`config.mk`:
```
export PLATFORM = sky130hd
export DESIGN_NAME = lcd_cmd_host
export DESIGN_NICKNAME = d
export VERILOG_FILES = /design/src/rtl/lcd_cmd_host.sv
export SDC_FILE = /design/constraint.sdc
export NUM_CORES = 1
export LEC_CHECK = 0
export ABC_AREA = 1
export CORE_MARGIN = 2
export CORE_UTILIZATION = 57
export CTS_CLUSTER_DIAMETER = 200
export DETAILED_ROUTE_END_ITERATION = 8
export PLACE_DENSITY = 0.85
export SLEW_MARGIN = 10
export SYNTH_ARGS = -nofsm -noshare
export SYNTH_HDL_FRONTEND = slang
export SYNTH_SLANG_ARGS = --single-unit
```
`constraint.sdc`:
```
create_clock -name clk -period 5.5 [get_ports clk]
set_input_delay 0.55 -clock clk [delete_from_list [all_inputs] [get_ports clk]]
set_output_delay 0.55 -clock clk [all_outputs]
set_load 0.02 [all_outputs]
```
`src/rtl/lcd_cmd_host.sv`:
```
// Host-side command sequencer and IRAM write-back monitor for the display controller.
module lcd_cmd_host #(
  parameter int unsigned CMD_AW    = 6,
  parameter int unsigned TIMEOUT   = 1024,
  parameter int unsigned FRAME_PIX = 64
) (
  input  logic              clk,
  input  logic              reset,
  input  logic              start,
  input  logic [CMD_AW:0]   num_cmds,
  output logic              crom_rd,
  output logic [CMD_AW-1:0] crom_A,
  input  logic [3:0]        crom_Q,
  output logic [3:0]        cmd,
  output logic              cmd_valid,
  input  logic              busy,
  input  logic              done,
  input  logic              IRAM_valid,
  input  logic [5:0]        IRAM_A,
  input  logic [7:0]        IRAM_D,
  output logic              seq_busy,
  output logic              seq_done,
  output logic              err,
  output logic [7:0]        frame_cnt,
  output logic [15:0]       pix_cnt,
  output logic [15:0]       checksum
);

  localparam int unsigned CW = CMD_AW + 1;
  localparam int unsigned WW = $clog2(TIMEOUT + 1);

  typedef enum logic [3:0] {
    IDLE, FETCH, RDWAIT, READY, ISSUE, ACK, RELEASE, DONEW, NEXT, FIN
  } state_t;

  state_t        state;
  logic [CW-1:0] count;
  logic [CW-1:0] idx;
  logic [CW-1:0] idx_nxt;
  logic [3:0]    cmd_hold;
  logic [WW-1:0] wait_cnt;
  logic [5:0]    exp_addr;
  logic          waiting;
  logic          wait_met;
  logic          timeout_hit;
  logic          start_acc;
  logic          addr_err;

  assign idx_nxt     = idx + CW'(1);
  assign waiting     = (state == READY) || (state == ACK) ||
                       (state == RELEASE) || (state == DONEW);
  assign timeout_hit = waiting && !wait_met && (wait_cnt == WW'(TIMEOUT - 1));
  assign start_acc   = (state == IDLE) && start;
  assign addr_err    = IRAM_valid && (IRAM_A != exp_addr);

  // Exit condition of whichever handshake phase is currently being waited on
  always_comb begin
    wait_met = 1'b0;
    case (state)
      READY:   wait_met = !busy;
      ACK:     wait_met = busy;
      RELEASE: wait_met = !busy;
      DONEW:   wait_met = done;
      default: wait_met = 1'b0;
    endcase
  end

  // Sequencer FSM with registered ROM, command and status outputs
  always_ff @(posedge clk or posedge reset) begin
    if (reset) begin
      state     <= IDLE;
      count     <= '0;
      idx       <= '0;
      cmd_hold  <= '0;
      wait_cnt  <= '0;
      crom_rd   <= 1'b0;
      crom_A    <= '0;
      cmd       <= '0;
      cmd_valid <= 1'b0;
      seq_busy  <= 1'b0;
      seq_done  <= 1'b0;
    end else begin
      crom_rd   <= 1'b0;
      cmd_valid <= 1'b0;
      seq_done  <= 1'b0;
      wait_cnt  <= wait_cnt + WW'(1);
      if (timeout_hit) begin
        state    <= IDLE;
        seq_busy <= 1'b0;
      end else begin
        case (state)
          IDLE: begin
            if (start) begin
              if (num_cmds == '0) begin
                seq_done <= 1'b1;
              end else begin
                count    <= num_cmds;
                idx      <= '0;
                crom_rd  <= 1'b1;
                crom_A   <= '0;
                seq_busy <= 1'b1;
                state    <= FETCH;
              end
            end
          end
          FETCH: state <= RDWAIT;
          RDWAIT: begin
            cmd_hold <= crom_Q;
            wait_cnt <= '0;
            // Codes C-F are reserved and silently skipped
            state    <= (crom_Q >= 4'hC) ? NEXT : READY;
          end
          READY: begin
            if (!busy) begin
              cmd       <= cmd_hold;
              cmd_valid <= 1'b1;
              state     <= ISSUE;
            end
          end
          ISSUE: begin
            wait_cnt <= '0;
            state    <= ACK;
          end
          ACK: begin
            if (busy) begin
              wait_cnt <= '0;
              state    <= (cmd_hold == 4'h0) ? DONEW : RELEASE;
            end
          end
          RELEASE: if (!busy) state <= NEXT;
          DONEW:   if (done) state <= NEXT;
          NEXT: begin
            idx <= idx_nxt;
            if (idx_nxt == count) begin
              seq_done <= 1'b1;
              state    <= FIN;
            end else begin
              crom_rd <= 1'b1;
              crom_A  <= idx_nxt[CMD_AW-1:0];
              state   <= FETCH;
            end
          end
          FIN: begin
            seq_busy <= 1'b0;
            state    <= IDLE;
          end
          default: begin
            seq_busy <= 1'b0;
            state    <= IDLE;
          end
        endcase
      end
    end
  end

  // Write-back monitor: pixel count, checksum, address order, frame count, sticky error
  always_ff @(posedge clk or posedge reset) begin
    if (reset) begin
      pix_cnt   <= '0;
      checksum  <= '0;
      exp_addr  <= '0;
      frame_cnt <= '0;
      err       <= 1'b0;
    end else begin
      if (IRAM_valid) begin
        pix_cnt  <= pix_cnt + 16'd1;
        checksum <= checksum + 16'(IRAM_D);
      end
      if (done) begin
        exp_addr  <= '0;
        frame_cnt <= frame_cnt + 8'd1;
      end else if (IRAM_valid) begin
        exp_addr <= (exp_addr == 6'(FRAME_PIX - 1)) ? 6'd0 : exp_addr + 6'd1;
      end
      err <= (err && !start_acc) || addr_err || timeout_hit;
    end
  end

endmodule

```
==> metrics.csv, run 1 <==
metric;value;unit
max_cap_violations;0;
fillers;604;
holdWs;484;ps
switchingPower;1150;µW
path_class;primary input to flip-flop;
finalCritPeriodShare;0.432;
power.share.combinational;0.438;
first_pass_iters;5;
fin_tns_setup;0;ps
drive_gt1_frac;0.0626;
cts_buffers;9;
fmax;421;MHz
powerDensity;454;mW/mm²
place_congestion;0.891;
rsz0062_at_grt;no;
postSynthAreaPerCell;8.13;µm²
maxSlewHeadroom;0.469;
synth-edff-count;0;
slew_violations;0;
synth-async-reset-ratio;1.00;
final-hold-violation-count;0;
core;0.00830;mm²
crit_path_start_kind;primary input;
yosys_warnings;0;
drtIter0Drc;167;
synth_seq_area_share;0.476;
worst_pin_slew;797;ps
syn_nets;653;
avgRoutedWirePerCell;13.6;µm
grt_pass1_vias;4355;
root_buffer;clkbuf_8;
clkSinkCount;94;
grt_max_degree;64;
vdd_ir_drop_max;0.268;mV
hpwlAfterDp;8.13;mm
grt_usage;0.244;
drcViolationCount;0;
num_io_pins;86;
syn_area;0.00494;mm²
drt-total-wl;11.0;mm
path_clk_slew;100;ps
die_h;97.1;µm
setup_viol_count_final;0;
ant_nets;0;
final.min_clock_period;2380;ps
hold_path.class;flip-flop to flip-flop;
antenna_found_initial;0;
globalRouteOverflowTotal;0;
power;2770;µW
crit_arrival;2630;ps
ys_ff_latch;94;
leakagePower;0.00299;µW
synth_ff_type;dfrtp_1;
clk_path_buf_depth;2;
cts_resized;0;
vias;4313;
io_buffers;85;
final_util;0.735;
p_int;1620;µW
avgViaCountPerCell;5.34;
crit_required;5750;ps
switching_share;0.415;
skew;10.7;ps
syn_inst;608;
start_util;0.596;
cts_max_level;3;
area_growth;23.5;%
final_common_cell;nand2_1;
antenna_cells;0;
status;completed;
clk_latency;370;ps
final_cell_mix;nand2_1 (151), dfrtp_1 (94), clkdlybuf4s50_1 (85);
synthDistinctLibCells;42;
nets;743;
clkPwrFrac;0.174;
rows;33;
cts_setup_buffers;0;
cts_tree;built;
p_seq_frac;0.388;
worstPathMaxFanout;4;
postCtsHoldBufs;0;
die_w;97.1;µm
grt_pass1_wl;19.0;mm
die-area;0.00943;mm²
cp-end-kind;flip-flop;
-- worst max-delay path, stage by stage --
cell	delay, ps
clkdlybuf4s50_1	460
ha_1	210
inv_1	70
fa_1	360
inv_1	80
nand2_1	60
o21ai_0	270
nand4_1	130
nand3_1	160
nand3_1	110
xnor2_1	170
-- stage by stage --
stage | setup slack, ps | cells | cell area [µm²]
6_report | 3120 | 808 | 6100
5_1_grt | 2930 | 808 | 6100
2_1_floorplan | 2500 | 608 | 4940
4_1_cts | 3140 | 808 | 6100
3_5_place_dp | 2770 | 792 | 5900
3_3_place_gp | 2830 | 792 | 5900
-- synthesized netlist by cell type (3+ instances only) --
master	instances	area share
nand2_1	151	0.11
dfrtp_1	94	0.48
inv_1	83	0.063
nor2_1	57	0.043
nand3_1	52	0.053
o21ai_0	29	0.029
xor2_1	22	0.039
a21oi_1	17	0.017
nand4_1	14	0.018
ha_1	13	0.033
xnor2_1	12	0.021
nor3_1	7	0.0071
nor2_2	6	0.0076
a31oi_1	5	0.0063
buf_2	4	0.0041
nand2_2	3	0.0038
nor2_4	3	0.0068
nor3b_1	3	0.0046
o21a_1	3	0.0046
-- state kept, by name, summed over array words and instances (netlist names) --
name,count
checksum,16
pix_cnt,16
wait_cnt,11
frame_cnt,8
count,7
idx,7
crom_A,6
exp_addr,6
cmd,4
cmd_hold,4
state,4
cmd_valid,1
crom_rd,1
err,1
seq_busy,1
seq_done,1
-- final cells by class --
class | instances | area, µm² | share of cell area
Multi-Input combinational cell | 421 | 2230 | 0.366
Clock inverter | 6 | 67.6 | 0.0111
Tap cell | 105 | 131 | 0.0215
Clock buffer | 10 | 138 | 0.0226
Sequential cell | 94 | 2350 | 0.385
Inverter | 86 | 324 | 0.0531
Timing Repair Buffer | 86 | 858 | 0.141
-- kinds of logic (layout without fill, tap and decap cells) --
| family | Yosys count | in the layout | synth area share |
|---|---|---|---|
| buf+inv | 93 | 188 | 0.0724 |
| mux | 2 | 2 | 0.00456 |
| compound gates | 66 | 66 | 0.0757 |
| simple gates | 305 | 305 | 0.274 |
| flops | 94 | 94 | 0.476 |
| xor+xnor | 34 | 34 | 0.0603 |
| fa+ha+maj | 14 | 14 | 0.0370 |
-- power groups by stage --
stage	clock network (µW)	logic, µW	registers, µW
after floorplan	0	650	1190
after global placement	0	1160	1080
after detailed placement	0	1200	1080
after CTS	486	1210	1070
after global routing	516	1350	1100
final	482	1210	1070
-- routing by layer --
| metal | wire, µm | global-route usage | vias up |
|---|---|---|---|
| met5 | 0 | 0 | - |
| met4 | 237 | 0.103 | 0 |
| met3 | 444 | 0.0446 | 20 |
| met2 | 5530 | 0.418 | 108 |
| met1 | 4770 | 0.303 | 2057 |
| li1 | - | - | 2128 |
-- path summary, 6_finish.rpt --
| path | from | endpoint | slack (ps) | cells past startpoint |
|---|---|---|---|---|
| max | IRAM_D[0] | checksum[10]$_DFFE_PP0P_ | 3120 | 11 |
| min | frame_cnt[7]$_DFFE_PP0P_ | frame_cnt[7]$_DFFE_PP0P_ | 480 | 1 |
| max reg2reg | checksum[0]$_DFFE_PP0P_ | checksum[10]$_DFFE_PP0P_ | 3400 | 10 |
| min reg2reg | frame_cnt[7]$_DFFE_PP0P_ | frame_cnt[7]$_DFFE_PP0P_ | 480 | 1 |
| max in group asynchronous | reset | wait_cnt[8]$_DFF_PP0_ | 3790 | 3 |
| min in group asynchronous | reset | checksum[13]$_DFFE_PP0P_ | 520 | 2 |
No activity file was read; power rests on OpenSTA's default activity.
==> inputs of run 2 (changes only) <==
--- a/config.mk
+++ b/config.mk
@@ -7,10 +7,10 @@
 export LEC_CHECK = 0
 export ABC_AREA = 1
 export CORE_MARGIN = 2
-export CORE_UTILIZATION = 57
+export CORE_UTILIZATION = 53
 export CTS_CLUSTER_DIAMETER = 200
 export DETAILED_ROUTE_END_ITERATION = 8
-export PLACE_DENSITY = 0.85
+export PLACE_DENSITY = 0.8
 export SLEW_MARGIN = 10
 export SYNTH_ARGS = -nofsm -noshare
 export SYNTH_HDL_FRONTEND = slang
==> constraint.sdc (replaced) <==
create_clock -name clk -period 2.5 [get_ports clk]
set_input_delay 0.25 -clock clk [delete_from_list [all_inputs] [get_ports clk]]
set_output_delay 0.25 -clock clk [all_outputs]
set_load 0.02 [all_outputs]
==> run 2 against run 1 <==
Clock power up 120%. Flip-flop and latch count is the same. Utilization shrank 6.3 points. Critical path depth is 1 lower. Total power grew 120%. Worst hold slack got worse by 190 ps. Clock skew about the same. First-iteration DRC count increased by 8.4%. Non-clock buffer count increased by 4. Via count hardly changed. Highest routed layer unchanged.
==> metrics.csv, run 2 (same netlist as run 1, synthesis figures left out) <==
metric;value;unit
status;completed;
antenna_cells;0;
skew;11.1;ps
grt_pass1_wl;18.7;mm
rsz0062_at_grt;no;
leakagePower;0.00301;µW
slew_violations;0;
r2r_start;checksum[0]$_DFFE_PP0P_;
die_h;101;µm
globalRouteOverflowTotal;0;
clk_path_buf_depth;2;
met2WireLength;5.62;mm
r2r_cells;10;
slowest_stage;dfrtp_1;
hold_path.class;primary input to asynchronous set/reset pin;
drive_gt1_frac;0.0679;
reg.largest.list;checksum x16, pix_cnt x16, wait_cnt x11;
route.top_layer_used;met4;
antenna_found_initial;0;
place_congestion;0.903;
routed-wl-met3;424;µm
cts_buffers;9;
grt_usage;0.228;
core;0.00915;mm²
worst_pin_slew;638;ps
root_buffer;clkbuf_8;
avgRoutedWirePerCell;13.5;µm
worstPathMaxFanout;4;
grt_max_degree;44;
crit_chain;ha_1 > inv_1 > fa_1 > inv_1 > nand2_1 > o21ai_0 > nand4_1 > nand3_1 > nand3_1 > xor2_1;
powerDensity;987;mW/mm²
crit_arrival;2320;ps
r2r-end;checksum[12]$_DFFE_PP0P_;
dp_slack;75.0;ps
die-area;0.0101;mm²
slowest_delay;380;ps
crit_required;2740;ps
fillers;741;
clk_latency;350;ps
worst_slack;424;ps
drcViolationCount;0;
cts_tree;built;
setup_viol_count_final;0;
ff2ff_setup_slack;420;ps
final-hold-violation-count;0;
postCtsHoldBufs;0;
cp-endpoint;checksum[12]$_DFFE_PP0P_;
final_cell_mix;nand2_1 (151), dfrtp_1 (94), clkdlybuf4s50_1 (85);
die_w;101;µm
max_cap_violations;0;
vdd_ir_drop_max;0.531;mV
cts_resized;0;
ant_nets;0;
worstSetupStartpoint;checksum[0]$_DFFE_PP0P_;
fmax;482;MHz
cts_max_level;3;
start_util;0.540;
grt_pass1_vias;4313;
io_buffers;85;
met1_length;4.79;mm
first_pass_iters;4;
drtIter0Drc;181;
finalCritPeriodShare;0.830;
fin_tns_setup;0;ps
path_clk_slew;100;ps
nets;747;
final_common_cell;nand2_1;
rows;35;
num_io_pins;86;
cp-end-kind;flip-flop;
avgViaCountPerCell;5.28;
vias;4317;
final.min_clock_period;2080;ps
cts_setup_buffers;0;
hpwlAfterDp;8.37;mm
drt-total-wl;11.1;mm
crit_path_start_kind;flip-flop;
path_class;flip-flop to flip-flop;
maxSlewHeadroom;0.573;
area_growth;24.6;%
clkSinkCount;94;
-- run 2: cell count changes in the layout (fill, tap and decap cells not counted) --
| cell | before | now |
|---|---|---|
| buf_12 | 0 | 1 |
| buf_4 | 1 | 4 |
| clkinv_2 | 2 | 1 |
| clkinv_4 | 0 | 1 |
-- run 2: critical path: cells and delay by family (launching register included) --
kind	cells	cell delay, ps
adders and majority gates	2	560
AOI/OAI and AO/OA	1	260
DFF	1	380
xor gates and xnor gates	1	150
and+or+nand+nor	4	470
buffers and inverters	2	140
-- run 2: cell type report --
cell class | count | area [µm²] | share of cell area
clock buffer | 10 | 138 | 0.0224
clock inverter | 6 | 68.8 | 0.0112
inverter | 86 | 327 | 0.0530
multi-input combinational | 421 | 2230 | 0.363
sequential | 94 | 2350 | 0.382
tap | 111 | 139 | 0.0226
timing repair buffer | 90 | 901 | 0.146
-- run 2: how the worst min path moves through the flow --
stage	end	startpoint
after floorplan	cmd_valid$_DFF_PP0_	busy
after global placement	frame_cnt[7]$_DFFE_PP0P_	frame_cnt[7]$_DFFE_PP0P_
after detailed placement	checksum[15]$_DFFE_PP0P_	checksum[15]$_DFFE_PP0P_
after CTS	checksum[11]$_DFFE_PP0P_	reset
after global routing	checksum[11]$_DFFE_PP0P_	reset
final	checksum[11]$_DFFE_PP0P_	reset
-- run 2: metrics by stage --
stage | area (µm²) | hold WS, ps | util | power, µW | instances
after detailed placement | 5950 | 462 | 0.650 | 5040 | 802
after floorplan | 4950 | 350 | - | 4050 | 608
after global routing | 6160 | 332 | 0.673 | 6510 | 818
final | 6160 | 291 | 0.673 | 6080 | 818
after CTS | 6160 | 300 | 0.673 | 6110 | 818
after global placement | 5950 | 461 | 0.650 | 4950 | 802
-- run 2: per-layer routing --
metal | vias up | global-route usage
li1 | 2135 | -
met1 | 2055 | 0.283
met2 | 107 | 0.401
met3 | 20 | 0.0298
met4 | 0 | 0.0959
met5 | - | 0
-- run 2: report_power, final --
| group | total (µW) | leakage (µW) | internal (µW) | switching (µW) |
|---|---|---|---|---|
| Clock | 1050 | 0.000103 | 498 | 552 |
| Combinational | 2650 | 0.00171 | 1120 | 1530 |
| Sequential | 2370 | 0.00120 | 1950 | 423 |
| Total | 6080 | 0.00301 | 3570 | 2510 |
==> inputs of run 3 (changes only) <==
==> constraint.sdc (replaced) <==
create_clock -name clk -period 2.05 [get_ports clk]
set_input_delay 0.205 -clock clk [delete_from_list [all_inputs] [get_ports clk]]
set_output_delay 0.205 -clock clk [all_outputs]
set_load 0.02 [all_outputs]
==> run 3 against run 2 <==
Global-route usage decreased by 0.32 points. First-iteration DRC count fell by 10%. Flip-flop and latch count stayed put. Clock-buffer cell count grew 1. Via count fell by 0.46%. Sequential share of layout area fell by 0.66 points. Setup slack worse by 270 ps. Largest cell class unchanged. Critical endpoint is now checksum[6]$_DFFE_PP0P_. Routed wire length shrank 2.4%.
==> metrics.csv, run 3 (same netlist as run 1, synthesis figures left out) <==
metric;value;unit
status;completed;
finalCritPeriodShare;0.927;
place_inst;810;
avgRoutedWirePerCell;13.0;µm
reg.largest.list;checksum x16, pix_cnt x16, wait_cnt x11;
io_buffers;85;
holdWs;285;ps
drtIter0Drc;162;
ant_nets;0;
drcViolationCount;0;
final_common_cell;nand2_1;
die-area;0.0101;mm²
avgViaCountPerCell;5.20;
root_buffer;clkbuf_8;
ff2ff_setup_slack;150;ps
antenna_found_initial;0;
crit_path_start_kind;flip-flop;
fmax;526;MHz
antenna_cells;0;
met2WireLength;5.49;mm
routed-wl-met3;465;µm
design_area;0.00627;mm²
postCtsHoldBufs;0;
grt_pass1_wl;18.3;mm
clk_path_buf_depth;2;
power;7510;µW
cts_buffers;9;
grt_max_degree;49;
drive_gt1_frac;0.0838;
final.min_clock_period;1900;ps
maxSlewHeadroom;0.711;
slew_violations;0;
drt-total-wl;10.8;mm
worst_pin_slew;433;ps
skew;16.7;ps
r2r_cells;13;
final-hold-violation-count;0;
dp_slack;-282;ps
r2r_start;checksum[0]$_DFFE_PP0P_;
start_util;0.540;
final_cell_mix;nand2_1 (150), dfrtp_1 (94), clkdlybuf4s50_1 (85);
die_h;101;µm
die_w;101;µm
worstPathMaxFanout;3;
route.top_layer_used;met4;
clk_latency;360;ps
path_class;flip-flop to flip-flop;
path_clk_slew;100;ps
final-instance-count-excl-fill;827;
place_congestion;0.910;
crit_required;2310;ps
area_growth;26.8;%
worst_slack;150;ps
grt_usage;0.225;
crit_arrival;2160;ps
grt_pass1_vias;4265;
cts_max_level;3;
hpwlAfterDp;8.30;mm
leakagePower;0.00307;µW
hold_path.class;primary input to asynchronous set/reset pin;
vdd_ir_drop_max;0.958;mV
first_pass_iters;4;
rsz0062_at_grt;no;
core;0.00915;mm²
met1_length;4.64;mm
nets;757;
clkSinkCount;94;
num_io_pins;86;
r2r-end;checksum[6]$_DFFE_PP0P_;
cp-end-kind;flip-flop;
cts_tree;built;
rows;35;
max_cap_violations;0;
powerDensity;1200;mW/mm²
globalRouteOverflowTotal;0;
post_dp_cell_area;0.00604;mm²
vias;4297;
setup_viol_count_final;0;
## run 3: changes by cell type in the layout (fill, tap and decap cells not counted), moves of 2 or more
| cell | delta |
|---|---|
| buf_4 | +8 |
| clkbuf_1 | +2 |
| inv_6 | -2 |
| buf_12 | +2 |
## run 3: cell type report
type,count,area (µm²)
clock buffers,11,131
well taps,111,139
clock inverters,4,72.6
flip-flops and latches,94,2350
inverters,86,327
multi-input cells,421,2240
fillers,734,2890
repair buffers,100,1000
## run 3: worst max-delay path by stage
stage / start / slack [ps] / endpoint
after floorplan: checksum[0]$_DFFE_PP0P_ / 60 / checksum[12]$_DFFE_PP0P_
after global placement: IRAM_D[0] / -160 / checksum[12]$_DFFE_PP0P_
after detailed placement: IRAM_D[0] / -280 / checksum[12]$_DFFE_PP0P_
after CTS: checksum[0]$_DFFE_PP0P_ / 4 / checksum[6]$_DFFE_PP0P_
after global routing: checksum[0]$_DFFE_PP0P_ / 7 / checksum[6]$_DFFE_PP0P_
final: checksum[0]$_DFFE_PP0P_ / 150 / checksum[6]$_DFFE_PP0P_
## run 3: per-stage QoR
stage	utilization	setup TNS [ps]
global placement	0.659	-731
floorplan	-	0
detailed placement	0.659	-1410
global route	0.685	0
finish	0.685	0
CTS	0.682	0
## run 3: power by group
part           switching (µW)  total [µW]  internal [µW]  leakage, µW
registers                 506        2890           2380      0.00120
logic                    1870        3330           1450      0.00177
clock network             616        1300            680    0.0000994
## run 3: what timing repair did
item,CTS,global route
resized for setup,0,6
setup endpoints to repair,0,5
buffers inserted,0,2
## run 3: per-layer routing
metal | GRT usage | vias up
li1 | - | 2152
met1 | 0.276 | 2018
met2 | 0.401 | 107
met3 | 0.0368 | 20
met4 | 0.0780 | 0
met5 | 0 | -
## run 3: critical path, cell delays in order (launching register included)
cell     delay, ps
dfrtp_1        380
ha_2           190
inv_1           50
fa_2           330
inv_2           70
nand2_2         60
o21ai_2        160
buf_4          130
nand2_1         60
nand2_1         60
nand2_1         60
nand2_1         60
nand2_1         40
a31oi_1        150
